[src/rtl/ctrl_pkg.sv]
// Shared constants for the control path: default conditioner parameters and
// the 2-bit state encoding used by the downstream state machine.
package ctrl_pkg;

  localparam int unsigned DEBOUNCE_CYCLES_DEFAULT = 4;
  localparam int unsigned SYNC_STAGES_DEFAULT     = 2;

  // Downstream state machine encoding, kept here so both sides agree.
  typedef enum logic [1:0] {
    ST_IDLE    = 2'b00,
    ST_RUN     = 2'b01,
    ST_PAUSED  = 2'b10,
    ST_RESTART = 2'b11
  } ctrl_state_e;

endpackage : ctrl_pkg

[src/rtl/debounce_channel.sv]
// One push-button channel: synchronizer chain, stability counter, debounced
// level and rising-edge (press) detection.
//   clk     : system clock, rising edge
//   rst     : synchronous active-high reset
//   btn_raw : raw asynchronous button, 1 = pressed
//   press_c : combinational one-cycle press flag (debounced 0->1)
module debounce_channel
  import ctrl_pkg::*;
#(
  parameter int unsigned DEBOUNCE_CYCLES = DEBOUNCE_CYCLES_DEFAULT,
  parameter int unsigned SYNC_STAGES     = SYNC_STAGES_DEFAULT
) (
  input  logic clk,
  input  logic rst,
  input  logic btn_raw,
  output logic press_c
);

  localparam int unsigned CNT_W = $clog2(DEBOUNCE_CYCLES) + 1;
  localparam logic [CNT_W-1:0] CNT_LAST = CNT_W'(DEBOUNCE_CYCLES - 1);

  logic [SYNC_STAGES-1:0] sync_q, sync_d;
  logic [CNT_W-1:0]       cnt_q, cnt_d;
  logic                   level_q, level_d;
  logic                   prev_q, prev_d;
  logic                   synced;

  assign synced = sync_q[SYNC_STAGES-1];

  // State registers.
  always_ff @(posedge clk) begin
    if (rst) begin
      sync_q  <= '0;
      cnt_q   <= '0;
      level_q <= 1'b0;
      prev_q  <= 1'b0;
    end else begin
      sync_q  <= sync_d;
      cnt_q   <= cnt_d;
      level_q <= level_d;
      prev_q  <= prev_d;
    end
  end

  // Synchronizer shift, stability count and level acceptance.
  always_comb begin
    sync_d  = {sync_q[SYNC_STAGES-2:0], btn_raw};
    cnt_d   = cnt_q;
    level_d = level_q;
    prev_d  = level_q;

    if (synced == level_q) begin
      // Any return to the accepted level restarts the stability window.
      cnt_d = '0;
    end else if (cnt_q == CNT_LAST) begin
      // Accepting the level also clears the count, so it never wraps.
      level_d = synced;
      cnt_d   = '0;
    end else begin
      cnt_d = cnt_q + CNT_W'(1);
    end
  end

  // Press only on 0->1; release is ignored.
  assign press_c = level_q & ~prev_q;

endmodule : debounce_channel

[src/rtl/control_conditioner.sv]
// Conditions two raw push buttons into control signals for the downstream
// state machine: a one-cycle restart pulse and a toggled pause level.
//   iClk        : system clock, rising edge
//   iRestart    : synchronous active-high reset
//   iBtnRestart : raw bouncing restart button, 1 = pressed
//   iBtnPause   : raw bouncing pause button, 1 = pressed
//   oRestart    : registered one-cycle restart pulse
//   oPause      : registered pause level, 1 = paused
module control_conditioner
  import ctrl_pkg::*;
#(
  parameter int unsigned DEBOUNCE_CYCLES = DEBOUNCE_CYCLES_DEFAULT,
  parameter int unsigned SYNC_STAGES     = SYNC_STAGES_DEFAULT
) (
  input  logic iClk,
  input  logic iRestart,
  input  logic iBtnRestart,
  input  logic iBtnPause,
  output logic oRestart,
  output logic oPause
);

  logic press_restart_c;
  logic press_pause_c;
  logic restart_q, restart_d;
  logic pause_q, pause_d;

  debounce_channel #(
    .DEBOUNCE_CYCLES (DEBOUNCE_CYCLES),
    .SYNC_STAGES     (SYNC_STAGES)
  ) u_restart_ch (
    .clk     (iClk),
    .rst     (iRestart),
    .btn_raw (iBtnRestart),
    .press_c (press_restart_c)
  );

  debounce_channel #(
    .DEBOUNCE_CYCLES (DEBOUNCE_CYCLES),
    .SYNC_STAGES     (SYNC_STAGES)
  ) u_pause_ch (
    .clk     (iClk),
    .rst     (iRestart),
    .btn_raw (iBtnPause),
    .press_c (press_pause_c)
  );

  // Output registers.
  always_ff @(posedge iClk) begin
    if (iRestart) begin
      restart_q <= 1'b0;
      pause_q   <= 1'b0;
    end else begin
      restart_q <= restart_d;
      pause_q   <= pause_d;
    end
  end

  // Restart wins over pause: it clears the pause level and drops any
  // pause toggle flagged in the same cycle.
  always_comb begin
    restart_d = press_restart_c;
    pause_d   = pause_q;
    if (press_restart_c) begin
      pause_d = 1'b0;
    end else if (press_pause_c) begin
      pause_d = ~pause_q;
    end
  end

  assign oRestart = restart_q;
  assign oPause   = pause_q;

endmodule : control_conditioner

[config.mk]
export PLATFORM = sky130hd
export DESIGN_NAME = control_conditioner
export DESIGN_NICKNAME = d
export VERILOG_FILES = /design/src/rtl/ctrl_pkg.sv /design/src/rtl/debounce_channel.sv /design/src/rtl/control_conditioner.sv
export SDC_FILE = /design/constraint.sdc
export NUM_CORES = 1
export LEC_CHECK = 0
export ABC_CLOCK_PERIOD_IN_PS = 1350
export BUFFER_PORTS_ARGS = -buffer_cell sky130_fd_sc_hd__buf_2
export CORE_AREA = 2 2 39 41
export CTS_BUF_LIST = sky130_fd_sc_hd__clkbuf_16
export DETAILED_ROUTE_END_ITERATION = 6
export DIE_AREA = 0 0 41 43
export GPL_ROUTABILITY_DRIVEN = 0
export SETUP_SLACK_MARGIN = 0.5
export SLEW_MARGIN = 20
export SYNTH_ARGS = -nofsm -noshare
export SYNTH_HDL_FRONTEND = slang
export SYNTH_SLANG_ARGS = --single-unit
[constraint.sdc]
create_clock -name iClk -period 1.35 [get_ports iClk]
set_clock_uncertainty 0.15 [all_clocks]
set_input_delay 0.3375 -clock iClk [delete_from_list [all_inputs] [get_ports iClk]]
set_output_delay 0.3375 -clock iClk [all_outputs]
set_load 0.1 [all_outputs]
## After elaboration in Yosys (flattened, before gate mapping)

Cells that the tools add are included.

- Add/sub/neg operators: 2
- $mul: 0
- Div/mod/pow operators: 0
- Order comparisons: 0
- Equality and inequality tests: 4
- Shifts and indexed selects: 0
- Mux-type cells: 0
- Bitwise logic cells: 7
- Reduce and logical (&&, ||, !) cells: 5

Operators by type and width:

| kind | count |
|---|---|
| adder 3 x 1 -> 3 bit, second input constant | 2 |
| equality test 3 x 2 -> 1 bit, second input constant | 2 |
| OR reduction 3 bit | 2 |
| inverter 1 bit | 5 |
| AND reduction 2 bit | 2 |
| bitwise AND 1 bit | 2 |
| equality test 1 bit | 2 |
| OR reduction 2 bit | 1 |

- Flip-flop bits (word level): 16
- Bits in latches: 0
- RAM bits: 0
- Memory bits (read-only): 0
- Input bits: 4
- Output and inout bits: 2
- Logic and storage cells: 28
- Memories kept: 0

## Longest topological paths before layout

- Word-level depth: 3
- Depth in mapped cells: 4

## Cells and area by module

From an unflattened synthesis, not the netlist that was laid out.

- Cells, all modules: 45
- Area total of the unflattened synthesis: 553.0 sq um

Modules (own cells, without submodules):

| module | instances | cells each | area an instance (sq um) |
|---|---|---|---|
| debounce_channel | 2 | 20 | 244.0 |
| control_conditioner | 1 | 5 | 65.1 |

## Worst setup path after synthesis

OpenSTA, ideal clock, no wires.

- Path kind: flip-flop to flip-flop
- Start point: reg pause_q, in the netlist oPause
- End point: reg pause_q, in the netlist oPause
- Library setup time: 0.131 ns
- Arrival: 1.181 ns
- Data required time: 1.069 ns
- Setup slack: -0.113 ns
- Cell stages (with the launch flop): 3
- Period minus slack after synthesis: 1.463 ns
- Path through: dfxtp_1 xnor2_1 nor3_1

- Longest elaborated chain between the ends: 1

Ends and longest elaborated chain:

| element | line | RTL |
|---|---|---|
| from (decl) | control_conditioner.sv:26 | `logic pause_q, pause_d;` |
| from (signal assigned) | control_conditioner.sv:55 | `pause_q <= pause_d;` |
| inverter 1 bit | control_conditioner.sv:67 | `pause_d = ~pause_q;` |

Every way passes these cells.
A chain may end at the register's enable or synchronous reset.

## Worst setup path in the final report

- Start point: reg u_restart_ch.cnt_q[0]
- End point: reg u_restart_ch.cnt_q[0]

- Longest elaborated chain between the ends: 2

Ends and longest elaborated chain:

| element | line | RTL |
|---|---|---|
| from (decl) | debounce_channel.sv:23 | `logic [CNT_W-1:0] cnt_q, cnt_d;` |
| from (signal assigned) | debounce_channel.sv:39 | `cnt_q <= cnt_d;` |
| branches (longest 2 deep; another with adder 3 x 1 -> 3 bit) | - |  |

Parallel ways; which one is timed is not known.

==> impl_metrics.json <==
{
  "ctsLongestPathBuffers": 2,
  "die_footprint_um2": 1760,
  "synth.net_count": 58,
  "design.final.nets": 74,
  "tritoncts_num_sinks": 16,
  "fmax_mhz": 758,
  "vdd.ir_drop.worst_mv": 0.812,
  "yosysWarningCount": 0,
  "grt_pass1_wl_mm": 1.30,
  "ff2ff_setup_slack_ps": 30,
  "worst_max_slew_margin_expressed_relative_to_the_limit_pct": 90.9,
  "synth-seq-cells": 16,
  "cell_area_after_synthesis_um2": 564,
  "power_switching_share_pct": 17.1,
  "die_x_um": 41,
  "rsz0062_at_grt": "true",
  "synth-adder-area-share_pct": 8.87,
  "clock_insertion_delay_worst_skew_ps": 240,
  "path_cells": "ha_4 > ha_4 > or3_4 > nor2_2",
  "share_of_the_core_filled_with_cells_in_the_final_layout_pct": 62.3,
  "insertedDiodeCount": 0,
  "main_combinational_cell_family_by_area_after_synthesis": "simple AND/OR/NAND/NOR gates",
  "core_area_um2": 1380,
  "kind_of_cell_adding_the_most_delay_to_the_critical_path": "simple AND/OR/NAND/NOR gates",
  "cellLeakagePower_nw": 0.321,
  "post_route_cells_drive_above_1_share_pct": 58.5,
  "tightest_slew_ps": 132,
  "comb_power_share_pct": 2.5,
  "critical_path_buf_inv_count": 0,
  "clock_tree.root_cell": "clkbuf_16",
  "period_minus_slack_ps": 1320,
  "drt-wirelength-per-cell_um": 9.20,
  "critPathRequiredTime_ps": 1380,
  "crit_path_max_fanout": 3,
  "seq_power_share_pct": 45.2,
  "finalHoldViolCount": 0,
  "finalCritPeriodShare_pct": 97.8,
  "pin_count": 6,
  "syn_avg_cell_area_um2": 11.3,
  "kind_of_path_behind_the_tightest_hold_check": "input port to register",
  "drt-pass1-iter-count": 1,
  "port-buffer-count": 5,
  "synth_cell_types": 11,
  "detailedPlacementHpwl_um": 558,
  "worst_setup_hold_path_clk_slew_ps": 50,
  "route.vias.total": 354,
  "finalMaxSlewViolations": 0,
  "num_rows": 14,
  "initialDrtViolationCount": 0,
  "global_route.overflow_total": 0,
  "tritoncts.num_buffers": 3,
  "xor_and_xnor_fraction_of_the_mapped_netlist_area_pct": 4.66,
  "yosys-mux-area-fraction_pct": 3.55,
  "final-setup-viol-count": 0,
  "cpPeakStageDelay_ps": 390,
  "critPathArrivalTime_ps": 1350,
  "tritoncts": "done",
  "ctsHtreeMaxLevel": 1,
  "place_ws_ps": 22.6,
  "synth_seq_area_share_pct": 56.8,
  "vias_in_the_first_global_route": 343,
  "synth_compound_area_share_pct": 0,
  "max_cap_viol_count": 0,
  "p_int_mw": 0.884,
  "yosys.area_share.simple_pct": 22.8,
  "grt_util_all_layers_pct": 12.1,
  "holdWs_ps": 152,
  "setup_slack_of_the_critical_path_after_layout_ps": 29.9,
  "via_per_inst": 4.37,
  "syn_to_final_growth_pct": 52.8,
  "grt_start_max_net_pins": 11,
  "grt_antenna_before_repair": 0,
  "power_switching_mw": 0.182,
  "worst_setup_path_end_kind": "register",
  "chipHeight_um": 43,
  "path_common_cell": "ha_4",
  "share_clk_of_total_power_pct": 52.4,
  "power.density_cell_area_nw_per_um2": 1240,
  "antenna_violating_nets_post_route": 0,
  "timing.setup.critical_path_class": "register to register",
  "route.detailed.drc": 0,
  "syn_inst": 50,
  "kind_of_start_point_of_the_critical_path": "register",
  "route.final.wire_length_um": 745,
  "run_status": "completed",
  "initial_utilization_pct": 40.8,
  "critical-path-slowest-cell": "or3_4",
  "setup_total_negative_slack_ps": 0
}
[stage by stage]
step / power, mW / cell area (um^2) / instances
global route: 1.11 / 862 / 81
detailed placement: 0.515 / 706 / 71
CTS: 1.08 / 820 / 78
finish: 1.07 / 862 / 81
global placement: 0.515 / 706 / 71
floorplan: 0.506 / 628 / 50
[Yosys cell counts]
cell type | count | area share [%]
inv_1 | 4 | 2.7
nor2b_1 | 9 | 10
clkbuf_1 | 1 | 0.66
ha_1 | 4 | 8.9
dfxtp_1 | 16 | 57
nor2_2 | 6 | 6.7
nor2_1 | 2 | 1.3
xnor2_1 | 3 | 4.7
mux2i_1 | 2 | 3.5
or3_4 | 2 | 4.0
nor3_1 | 1 | 0.89
[logic make-up after synthesis]
group                    after synthesis
adder cells (fa/ha/maj)                4
buffers and inverters                  5
AND/OR/NAND/NOR                       20
multiplexers                           2
XOR/XNOR                               3
flip-flops                            16
[what timing repair did]
item,4_1_cts,5_1_grt
gates resized for setup,4,5
pin swaps,0,2
buffers inserted,3,3
hold buffers,0,0
endpoints found under the setup margin,12,12
[final cells by class]
type                       count  area [um^2]
clock inverter                 1         3.75
fill                         106          522
clock buffer                   3         75.1
multi-input combinational     29          298
inverter                       4         15.0
sequential                    16          335
timing repair buffer          12          115
tap                           16         20.0
[worst register-to-register path: cells and delay by family, from the launching register on]
family,cells,cell delay (ps)
and+or+nand+nor,2,470
adders and majority gates,2,310
DFF,1,320
[state kept, by name, indices dropped and copies added, names as in the netlist]
register and count:
u_restart_ch.sync_q 2, u_restart_ch.prev_q 1, u_pause_ch.cnt_q 3, u_restart_ch.cnt_q 3, oRestart 1, oPause 1, u_restart_ch.level_q 1, u_pause_ch.prev_q 1
u_pause_ch.level_q 1, u_pause_ch.sync_q 2
[path summary, 6_finish.rpt]
check / startpoint / end / cells past startpoint
worst max-delay path: u_restart_ch.cnt_q[0] / u_restart_ch.cnt_q[0] / 4
worst min-delay path: iBtnPause / u_pause_ch.sync_q[0] / 2
worst max register to register: u_restart_ch.cnt_q[0] / u_restart_ch.cnt_q[0] / 4
worst min register to register: u_pause_ch.sync_q[0] / u_pause_ch.sync_q[1] / 1
[cell usage in the layout (no fill, tap or decap), types with 3 or more instances in the layout]
cell type and n:
buf_2 3, buf_4 5, clkbuf_16 3, dfxtp_1 8, dfxtp_2 6, ha_4 4
inv_1 4, nor2_2 6, nor2b_1 7
[routing by layer]
| metal | routed length (um) | global-route usage (%) | share of wire (%) | up-vias |
|---|---|---|---|---|
| met3 | 27 | 3.14 | 3.6 | 4 |
| met5 | 0 | 0 | 0 | - |
| met4 | 42 | 14.0 | 5.6 | 0 |
| met2 | 350 | 17.5 | 47 | 8 |
| li1 | - | - | - | 186 |
| met1 | 325 | 12.0 | 44 | 156 |
[power by group through the flow]
stage	combinational, mW	sequential (mW)	clock [mW]
final	0.0265	0.481	0.558
after global routing	0.0295	0.481	0.597
after CTS	0.0271	0.481	0.575
after detailed placement	0.0246	0.491	0
after global placement	0.0244	0.490	0
after floorplan	0.0162	0.490	0
(Power assumes the default switching activity.)
